[config.mk]
export PLATFORM = sky130hd
export DESIGN_NAME = button_debounce
export DESIGN_NICKNAME = d
export VERILOG_FILES = /design/src/rtl/button_debounce.sv
export SDC_FILE = /design/constraint.sdc
export NUM_CORES = 1
export LEC_CHECK = 0
export ABC_AREA = 1
export BUFFER_PORTS_ARGS = -buffer_cell sky130_fd_sc_hd__clkbuf_2
export CORE_MARGIN = 4
export CORE_UTILIZATION = 55
export DETAILED_ROUTE_END_ITERATION = 8
export PLACE_DENSITY = 0.73
export SLEW_MARGIN = 20
export SYNTH_ARGS = -nofsm -noshare
export SYNTH_HDL_FRONTEND = slang
export SYNTH_SLANG_ARGS = --single-unit
[constraint.sdc]
create_clock -name clk -period 2.3 [get_ports clk]
set_input_delay 0.345 -clock clk [delete_from_list [all_inputs] [get_ports clk]]
set_output_delay 0.345 -clock clk [all_outputs]
set_load 0.1 [all_outputs]
[src/rtl/button_debounce.sv]
// Push-button debouncer: two-flop sync, per-button stability counter, press/release pulses.
// Define BUTTON_LONG_PRESS_EN to build the per-button hold FSM that drives btn_long.
module button_debounce #(
  parameter int unsigned CLOCK_XTAL    = 27000000,
  parameter int unsigned BTN_NUM       = 2,
  parameter bit          BTN_ACTIVE    = 1'b1,
  parameter int unsigned DEBOUNCE_MS   = 10,
  parameter int unsigned LONG_PRESS_MS = 1000
) (
  input  logic               clk,
  input  logic               rst_n,
  input  logic [BTN_NUM-1:0] btns,
  output logic [BTN_NUM-1:0] btn_level,
  output logic [BTN_NUM-1:0] btn_press,
  output logic [BTN_NUM-1:0] btn_release,
  output logic [BTN_NUM-1:0] btn_long
);

  localparam int unsigned DbRaw    = CLOCK_XTAL / 1000 * DEBOUNCE_MS;
  localparam int unsigned DbCycles = (DbRaw < 1) ? 1 : DbRaw;
  localparam int unsigned DbW      = $clog2(DbCycles + 1);

`ifdef BUTTON_LONG_PRESS_EN
  localparam int unsigned LongRaw    = CLOCK_XTAL / 1000 * LONG_PRESS_MS;
  localparam int unsigned LongCycles = (LongRaw < 1) ? 1 : LongRaw;
  localparam int unsigned LongW      = $clog2(LongCycles + 1);

  typedef enum logic [1:0] {
    StIdle,
    StPressed,
    StHeld
  } hold_state_e;
`endif

  for (genvar i = 0; i < BTN_NUM; i++) begin : g_btn
    logic           sync1_q, sync2_q;
    logic           s;
    logic [DbW-1:0] cnt_q, cnt_d;
    logic           level_q, level_d;
    logic           press_q, press_d;
    logic           release_q, release_d;

    // Normalised so that 1 always means pressed.
    assign s = (sync2_q == BTN_ACTIVE);

    always_comb begin
      cnt_d   = cnt_q;
      level_d = level_q;
      if (s == level_q) begin
        cnt_d = '0;
      end else if (cnt_q == DbW'(DbCycles - 1)) begin
        level_d = s;
        cnt_d   = '0;
      end else begin
        cnt_d = cnt_q + 1'b1;
      end
      press_d   = level_d & ~level_q;
      release_d = ~level_d & level_q;
    end

    always_ff @(posedge clk) begin
      if (!rst_n) begin
        sync1_q   <= ~BTN_ACTIVE;
        sync2_q   <= ~BTN_ACTIVE;
        cnt_q     <= '0;
        level_q   <= 1'b0;
        press_q   <= 1'b0;
        release_q <= 1'b0;
      end else begin
        sync1_q   <= btns[i];
        sync2_q   <= sync1_q;
        cnt_q     <= cnt_d;
        level_q   <= level_d;
        press_q   <= press_d;
        release_q <= release_d;
      end
    end

    assign btn_level[i]   = level_q;
    assign btn_press[i]   = press_q;
    assign btn_release[i] = release_q;

`ifdef BUTTON_LONG_PRESS_EN
    hold_state_e      state_q, state_d;
    logic [LongW-1:0] hcnt_q, hcnt_d;
    logic             long_q, long_d;

    // A release on the threshold edge takes priority over the long pulse.
    always_comb begin
      state_d = state_q;
      hcnt_d  = hcnt_q;
      long_d  = 1'b0;
      case (state_q)
        StIdle: begin
          if (press_d) begin
            state_d = StPressed;
            hcnt_d  = '0;
          end
        end
        StPressed: begin
          if (release_d) begin
            state_d = StIdle;
          end else if (hcnt_q == LongW'(LongCycles - 1)) begin
            long_d  = 1'b1;
            state_d = StHeld;
          end else begin
            hcnt_d = hcnt_q + 1'b1;
          end
        end
        StHeld: begin
          if (release_d) state_d = StIdle;
        end
        default: state_d = StIdle;
      endcase
    end

    always_ff @(posedge clk) begin
      if (!rst_n) begin
        state_q <= StIdle;
        hcnt_q  <= '0;
        long_q  <= 1'b0;
      end else begin
        state_q <= state_d;
        hcnt_q  <= hcnt_d;
        long_q  <= long_d;
      end
    end

    assign btn_long[i] = long_q;
`else
    assign btn_long[i] = 1'b0;
`endif
  end

endmodule

==> flow_summary.json <==
{
  "result_of_the_run": "complete, no violations",
  "period_minus_slack_ns": 1.517,
  "clock.fmax_mhz": 659.4,
  "timing.setup.critical_path_class": "reg2reg",
  "synth_area_um2": 2436,
  "antenna_cells": 0,
  "final_layout_size_suffix_gt1_share_pct": 11.24,
  "syn_area_per_cell_um2": 6.960,
  "io_buffers": 9,
  "reg2regPathDepth": 6,
  "worstPathArrival_ns": 1.70,
  "remaining_drc_errors": 0,
  "dieHeight_um": 74.55,
  "final.setup_skew_ns": 0.003025,
  "final_critical_path_share_of_the_clock_period_pct": 65.94,
  "highest_fanout_seen_on_the_critical_path": 19,
  "place_inst": 399,
  "ys_dominant_reg_cell": "sky130_fd_sc_hd__dfxtp_1",
  "routabilityCongestion": 0.9043,
  "worstHoldPathType": "in2reg",
  "synth_enable_flop_cells": 0,
  "tritoncts.num_buffers": 5,
  "detailedRoute.firstPassIterationCount": 4,
  "synthMostInstantiatedCell": "sky130_fd_sc_hd__nand2_1",
  "setup_tns_ns": 0,
  "tritoncts": "yes",
  "floorplan.initialDensity_pct": 58.79,
  "maximum_number_of_pins_on_one_net_before_global_route_repair": 20,
  "vias_per_instance": 4.958,
  "cts-root-to-sink-buffers": 2,
  "grtUsageTotal_pct": 17.52,
  "hold_violations": 0,
  "number_of_antenna_violations_at_the_first_check_in_global_routing": 0,
  "finalMaxSlewViolations": 0,
  "filler_cell_count": 393,
  "floorplan.die_area_um2": 5558,
  "synth.ff_latch_count": 48,
  "report.power.total_uw": 1335,
  "normalized_max_slew_margin_pct": 63.97,
  "r2r_setup_slack_ns": 0.78,
  "layout.cells.non_filler": 406,
  "timing_worst_slew_pin_value_ns": 0.5428,
  "synth.yosys.warnings": 0,
  "max_cap_violations": 0,
  "cts_root_buf": "sky130_fd_sc_hd__clkbuf_8",
  "die_w_um": 74.55,
  "io_pins": 12,
  "synth_common_cells": "sky130_fd_sc_hd__nand2_1 (87), sky130_fd_sc_hd__nor2_1 (67), sky130_fd_sc_hd__dfxtp_1 (48)",
  "antenna_left": 0,
  "insertion_delay_ns": 0.29,
  "worstSetupStartpointType": "flip-flop",
  "synth-seq-area-share_pct": 39.45,
  "drt-total-wl_um": 4155,
  "post_layout_net_count": 362,
  "drt_iter0_markers": 126,
  "design.core.area_um2": 4144,
  "cts_num_sinks": 48,
  "setup.worst_path.end_class": "flip-flop",
  "synth.top_cells.by_area": "sky130_fd_sc_hd__dfxtp_1 (39%), sky130_fd_sc_hd__nand2_1 (13%), sky130_fd_sc_hd__nor2_1 (10%)",
  "total_leakage_power_uw": 0.0008918,
  "grt_busiest_layer": "met2",
  "areaGrowthSynthToFinish_pct": 3.852,
  "asyncSetResetFlopFracSynth_pct": 0,
  "grt_first_pass_wirelength_um": 7672,
  "worstHoldPathCells": 3,
  "irDropWorstVdd_mv": 0.3546,
  "grt_met1_use_pct": 21.22,
  "worst_r2r_endpoint": "g_btn[0].cnt_q[11]",
  "worstPathRequired_ns": 2.48,
  "gr-total-overflow": 0,
  "yosysTopAreaCellShare_pct": 39.45,
  "rsz0062_at_grt": "false",
  "synth_cell_types": 26,
  "vias": 2013,
  "hold_path_start": "btns[0]",
  "first_global_vias": 1894,
  "cts_hold_buf": 0,
  "setup_violations": 0,
  "hold-path-endpoint": "g_btn[0].sync1_q",
  "routed_wire_length_per_instance_um": 10.23,
  "place.detailed.hpwl_um": 3214,
  "power_per_cell_area_nw_per_um2": 527.6,
  "rows": 23,
  "clk_pin_slew_worst_paths_ns": 0.08,
  "crit-reg2reg-launch": "g_btn[0].cnt_q[0]",
  "cts_h_tree_lvls": 2,
  "synth.largest_area_cell": "sky130_fd_sc_hd__dfxtp_1",
  "post_cts_resize_count": 0,
  "met2_usage_pct": 29.85,
  "layout.core_utilization_pct": 61.05,
  "grt.met3_usage_pct": 3.784,
  "netlist_instances": 350,
  "cts_setup_buffers": 0
}
sequential cells by signal, summed over array words and instances, names as in the netlist:
register and flops:
g_btn.press_q 2, g_btn.cnt_q 38, g_btn.s 2, g_btn.level_q 2
g_btn.sync1_q 2, g_btn.release_q 2
routing by layer:
metal / up-vias / wire, µm
met1: 905 / 1922
met4: 0 / 61
met3: 6 / 111
met5: - / 0
li1: 1074 / -
met2: 28 / 2059
worst max-delay path by stage:
stage	startpoint	endpoint	slack, ns	depth (start not counted)
2_1_floorplan	g_btn[0].cnt_q[0]	g_btn[0].cnt_q[13]	0.93	7
3_3_place_gp	g_btn[0].cnt_q[0]	g_btn[0].cnt_q[16]	0.84	6
6_report	g_btn[0].cnt_q[0]	g_btn[0].cnt_q[11]	0.78	6
3_5_place_dp	g_btn[1].cnt_q[0]	g_btn[1].cnt_q[18]	0.79	8
4_1_cts	g_btn[0].cnt_q[0]	g_btn[0].cnt_q[4]	0.77	6
5_1_grt	g_btn[1].cnt_q[0]	g_btn[1].cnt_q[17]	0.57	8
placed cells by master (no fill, tap or decap), types with 3 or more instances in the layout:
cell / synthesis / routed
sky130_fd_sc_hd__nor2_1: 67 / 67
sky130_fd_sc_hd__nand3_2: 3 / 3
sky130_fd_sc_hd__nor2_4: 3 / 3
sky130_fd_sc_hd__nand4_1: 6 / 6
sky130_fd_sc_hd__nor2_2: 9 / 9
sky130_fd_sc_hd__clkbuf_2: 0 / 9
sky130_fd_sc_hd__nand2_2: 3 / 3
sky130_fd_sc_hd__a21oi_1: 15 / 15
sky130_fd_sc_hd__nand2_1: 87 / 87
sky130_fd_sc_hd__dfxtp_1: 48 / 48
sky130_fd_sc_hd__inv_1: 44 / 44
sky130_fd_sc_hd__o21ai_0: 6 / 6
sky130_fd_sc_hd__xor2_1: 13 / 13
sky130_fd_sc_hd__clkbuf_8: 0 / 5
sky130_fd_sc_hd__xnor2_1: 4 / 4
sky130_fd_sc_hd__nand3_1: 18 / 18
power by group:
group	leakage, µW	switching [µW]	internal, µW
clock	0.0000410	257	207
combinational	0.000463	27.8	6.53
sequential	0.000387	2.43	834
metrics by stage:
stage,area (µm²),setup slack [ns],hold slack (ns)
2_1_floorplan,2440,0.9260,0.3905
3_3_place_gp,2452,0.8405,0.3931
3_5_place_dp,2452,0.7892,0.3975
4_1_cts,2530,0.7653,0.2266
5_1_grt,2530,0.5669,0.2371
6_report,2530,0.7834,0.2277
critical path, cell delays in order (launching register included):
cell and delay, ns:
sky130_fd_sc_hd__dfxtp_1 0.43, sky130_fd_sc_hd__ha_1 0.30, sky130_fd_sc_hd__nand3_4 0.13, sky130_fd_sc_hd__nor2_4 0.15, sky130_fd_sc_hd__nand2_2 0.09, sky130_fd_sc_hd__nand2_4 0.21
sky130_fd_sc_hd__nor2_1 0.08
layout make-up:
cell class,count,area (µm²),share of cell area (%)
clock buffer,6,72.57,2.868
tap,50,62.56,2.473
multi-input combinational,246,1211,47.87
timing repair buffer,9,45.04,1.780
inverter,46,172.7,6.825
sequential,48,960.9,37.98
clock inverter,1,5.005,0.1978
cell families after synthesis:
family          share of synthesized area [%]
fa+ha+maj                               1.027
xor+xnor                                6.112
flops                                   39.45
other cells                            0.1539
simple gates                            37.19
buf+inv                                 10.99
compound gates                          5.085
No activity file was read; power rests on OpenSTA's default activity.
